==> config.mk <==
export PLATFORM = sky130hd
export DESIGN_NAME = pipe_stage_reg
export DESIGN_NICKNAME = d
export VERILOG_FILES = /design/src/rtl/pipe_stage_reg.sv
export SDC_FILE = /design/constraint.sdc
export NUM_CORES = 1
export LEC_CHECK = 0
export CORE_UTILIZATION = 40
export DETAILED_ROUTE_END_ITERATION = 8
export PLACE_DENSITY = 0.8
export SYNTH_ARGS = -nofsm -noshare
export SYNTH_HDL_FRONTEND = slang
export SYNTH_SLANG_ARGS = --single-unit
==> constraint.sdc <==
create_clock -name clk_i -period 1.6 [get_ports clk_i]
set_clock_uncertainty 0.2 [all_clocks]
set_input_delay 0.32 -clock clk_i [delete_from_list [all_inputs] [get_ports clk_i]]
set_output_delay 0.32 -clock clk_i [all_outputs]
set_load 0.005 [all_outputs]
==> src/rtl/pipe_stage_reg.sv <==
// Inter-stage pipeline register: DEPTH stages of {valid, ctrl, rd_addr, data} with stall, flush,
// optional bubble collapsing, occupancy count and a forwarding-enable flag for hazard logic.
module pipe_stage_reg #(
    parameter int unsigned DATA_W   = 32,
    parameter int unsigned CTRL_W   = 4,
    parameter int unsigned ADDR_W   = 5,
    parameter int unsigned DEPTH    = 1,
    parameter int unsigned COLLAPSE = 0,
    parameter int unsigned FW_BIT   = 0
) (
    input  logic                         clk_i,
    input  logic                         rst_i,
    input  logic                         stall_i,
    input  logic                         flush_i,
    input  logic                         valid_i,
    input  logic [CTRL_W-1:0]            ctrl_i,
    input  logic [ADDR_W-1:0]            rd_addr_i,
    input  logic [DATA_W-1:0]            data_i,
    output logic                         full_o,
    output logic                         valid_o,
    output logic [CTRL_W-1:0]            ctrl_o,
    output logic [ADDR_W-1:0]            rd_addr_o,
    output logic [DATA_W-1:0]            data_o,
    output logic                         fwd_en_o,
    output logic [$clog2(DEPTH+1)-1:0]   occupancy_o
);

    localparam int unsigned OCC_W = $clog2(DEPTH + 1);

    logic [DEPTH-1:0]  valid_q;
    logic [DEPTH-1:0]  hold;
    logic [CTRL_W-1:0] ctrl_q [DEPTH];
    logic [ADDR_W-1:0] addr_q [DEPTH];
    logic [DATA_W-1:0] data_q [DEPTH];
    logic [OCC_W-1:0]  occ;

    // Hold chain, walked from the output stage back towards the input.
    always_comb begin : hold_chain
        logic run;
        hold           = '0;
        run            = stall_i;
        hold[DEPTH-1]  = stall_i;
        for (int j = int'(DEPTH) - 2; j >= 0; j--) begin
            if (COLLAPSE != 0) begin
                run = run & valid_q[j+1];
            end else begin
                run = stall_i;
            end
            hold[j] = run;
        end
    end

    // A stage takes its predecessor whenever the predecessor moves on; a held-but-overtaken
    // slot (only possible when it is empty) becomes a bubble, so no entry is ever dropped.
    always_ff @(posedge clk_i or negedge rst_i) begin
        if (!rst_i) begin
            valid_q <= '0;
            for (int k = 0; k < int'(DEPTH); k++) begin
                ctrl_q[k] <= '0;
                addr_q[k] <= '0;
                data_q[k] <= '0;
            end
        end else if (flush_i) begin
            valid_q <= '0;
            for (int k = 0; k < int'(DEPTH); k++) begin
                ctrl_q[k] <= '0;
            end
        end else begin
            if (!hold[0]) begin
                valid_q[0] <= valid_i;
                ctrl_q[0]  <= valid_i ? ctrl_i : '0;
                addr_q[0]  <= rd_addr_i;
                data_q[0]  <= data_i;
            end
            for (int k = 1; k < int'(DEPTH); k++) begin
                if (!hold[k-1]) begin
                    valid_q[k] <= valid_q[k-1];
                    ctrl_q[k]  <= ctrl_q[k-1];
                    addr_q[k]  <= addr_q[k-1];
                    data_q[k]  <= data_q[k-1];
                end else if (!hold[k]) begin
                    valid_q[k] <= 1'b0;
                    ctrl_q[k]  <= '0;
                end
            end
        end
    end

    always_comb begin
        occ = '0;
        for (int k = 0; k < int'(DEPTH); k++) begin
            occ = occ + OCC_W'(valid_q[k]);
        end
    end

    assign full_o      = hold[0] & ~flush_i;
    assign valid_o     = valid_q[DEPTH-1];
    assign ctrl_o      = valid_q[DEPTH-1] ? ctrl_q[DEPTH-1] : '0;
    assign rd_addr_o   = addr_q[DEPTH-1];
    assign data_o      = data_q[DEPTH-1];
    assign fwd_en_o    = valid_o & ctrl_o[FW_BIT] & (rd_addr_o != '0);
    assign occupancy_o = occ;

endmodule

==> results by group <==
Synthesis
  • Post-synth top cells: dfrtp_1 (42), mux2_4 (30), mux2_2 (7)
  • FFs w/ async S/R, synth: 1.00
  • Yosys cell types: 17
  • Share of the yosys chip area belonging to registers: 0.580
  • Post-synth EDFFs: 0
  • Synth Instances: 107
  • Synth area leader: dfrtp_1
  • Syn_area_per_cell: 16.9 sq um
  • Flops & latches, synth: between 40 and 50
  • Area of the mapped netlist: 1810 sq um
  • Post-synthesis net count: 153
  • Synth warnings: 0
  • Ys flop type: dfrtp_1
  • Top-area cell type share of the netlist area: 0.580
  • Largest cells by area after synthesis: dfrtp_1 (58%), mux2_4 (25%), mux2_2 (4.4%), buf_12 (3.3%), nand3b_1 (1.7%)
  • Most common cell in the synthesized netlist: dfrtp_1

Worst setup path
  • Critical Path Fanout Max: 2
  • Critical path capture point type: output pin
  • Crit path arrival time: 1.50 ns
  • Crit Path Category: reg -> out
  • WP data required: 1.08 ns
  • CP Launch Type: flip-flop

Clocking
  • Number of H-tree levels: 2
  • Clock slew at reported path FFs: 0.08 ns
  • CTS Root Cell: clkbuf_8
  • Clk Latency, worst-skew pair: roughly 0.29 ns
  • CTS Sinks: 42
  • Clock Tree Buf Depth: 2
  • Inserted Clock Buffers: 5
  • CTS tree: built

Floorplan
  • Core Area: 4350 sq um
  • Starting density of the core: 0.416
  • Die Y: 69.3 microns
  • Die width: 69.3 microns
  • FP Rows: 24
  • I/O pin total: roughly 90
  • Die Footprint: between 4000 and 5000 sq um

STA
  • Post-layout min period: 2.02 ns
  • Setup TNS: -0.424 ns
  • Final hold viol count: 0
  • Fmax: 495 MHz
  • Tcrit/Tclk final: 1.26
  • RSZ-0062 raised after global routing: true
  • PnR worst setup slack: -0.419 ns
  • Final setup fails: 2
  • Worst slew pin tran: 0.226 ns
  • Relative slew slack: 0.849
  • Final Max Tran Viols: 0

Layout
  • Fraction of layout instances using a drive strength above 1: 0.388
  • Layout Nets: 272
  • N_diodes: 0
  • Design area: 3020 sq um
  • Synthesis-to-finish area growth: 66.4%

Routing
  • First-pass DRT Iterations: 4
  • Remaining antenna violation count: 0
  • Final wirelength: 4380 microns
  • DRC: 0
  • Avg WL per Cell: 15.7 microns
  • Iter 0 DRT Violations: 44
  • Via count: about 1300
  • Vias/cell: 4.71

Place
  • Placed Instance Area: around 2800 sq um
  • Gpl congestion: 0.770
  • Port bufs: 90
  • Hpwl dp: ~3000 microns

Run
  • Max-cap viol count: 0

Outcome
  • Status: complete, but fails checks
  • Failing checks: negative setup slack

Global routing
  • Gr usage total: 0.193
  • Initial antenna violation count: 0
  • Vias in the first global route: 1376
  • Global-route wire length before repair: 7070 microns
  • Overflow after GRT: 0
  • Largest net degree at the start of global routing: 43

Worst hold path
  • Hold crit path type: in -> reg

Pwr
  • Pleak: 1.44 nW
  • Pwr Density: 952 nW/um^2
  • Max VDD drop: 0.708 mV
## cell families after synthesis
kind of cell	after synthesis	share of synthesized area
DFF	42	0.580
AOI/OAI and AO/OA	5	0.0152
buffers and inverters	6	0.0463
muxes	38	0.298
and+or+nand+nor	16	0.0608
## repair_timing
action	4_1_cts	5_1_grt
buffers inserted	15	2
hold buffers	1	0
gates resized for setup	70	16
setup endpoints to repair	67	9
endpoints found under the hold margin	42	0
pin swaps	3	3
## metrics by stage
stage / hold WS, ns / std cells / setup slack, ns / total power, W / utilization
2_1_floorplan: -0.176 / 107 / 0.0163 / 0.00157 / -
3_3_place_gp: 0.104 / 253 / -0.412 / 0.00204 / 0.643
3_5_place_dp: 0.111 / 253 / -0.413 / 0.00207 / 0.643
4_1_cts: 0.293 / 277 / -0.444 / 0.00288 / 0.685
5_1_grt: 0.325 / 279 / -0.464 / 0.00300 / 0.693
6_report: 0.298 / 279 / -0.419 / 0.00287 / 0.693
## worst max-delay path, cell delays in order (launching register included)
cell and delay (ns):
dfrtp_1 0.38, or4_4 0.53, o21a_1 0.17, buf_2 0.12
## sequential cells by signal, indices dropped and copies added, names as in the netlist
name,cells
rd_addr_o,5
ctrl_q,4
data_o,32
valid_o,1
## cells in the final DEF (no fill, tap or decap)
master / instances
clkinvlp_4: 1
dlygate4sd2_1: 36
buf_12: 3
nor2_8: 1
o21a_1: 1
clkbuf_2: 3
buf_6: 8
clkbuf_8: 5
and2b_2: 1
clkbuf_1: 1
mux2_2: 7
mux2i_1: 1
buf_4: 21
a21oi_1: 4
nor2_1: 1
mux2_4: 30
nand2_1: 4
buf_2: 2
bufinv_16: 1
clkdlybuf4s50_1: 42
dfrtp_1: 42
and2_4: 4
or4_4: 1
clkdlybuf4s15_1: 2
dlygate4sd3_1: 1
nand3b_1: 4
## layout make-up
cell class / instances / area, sq um
clock inverters: 2 / 37.5
multi-input cells: 59 / 691
clock buffers: 6 / 72.6
repair buffers: 118 / 1100
flip-flops and latches: 42 / 1050
well taps: 52 / 65.1
fillers: 310 / 1340
## power by group
group          internal [W]  switching (W)
Sequential          0.00120      0.0000747
Clock              0.000466       0.000371
Combinational      0.000528       0.000226
Total               0.00220       0.000672
## worst paths after layout
kind	start	end	slack [ns]	cells after the start
setup / recovery	rd_addr_o[0]	fwd_en_o	-0.42	3
hold / removal	flush_i	ctrl_q[1]	0.30	3
setup reg to reg	rd_addr_o[4]	rd_addr_o[4]	0.40	3
hold reg to reg	data_o[8]	data_o[8]	0.31	1
max in group asynchronous	rst_i	data_o[14]	0.67	3
min in group asynchronous	rst_i	data_o[6]	0.31	3
## layer usage
layer	track usage	vias up	wire length, microns
met4	0.0816	0	78
li1	-	608	-
met1	0.238	628	1890
met3	0.0509	7	294
met5	0	-	0
met2	0.318	70	2120
No activity file was read; power rests on OpenSTA's default activity.
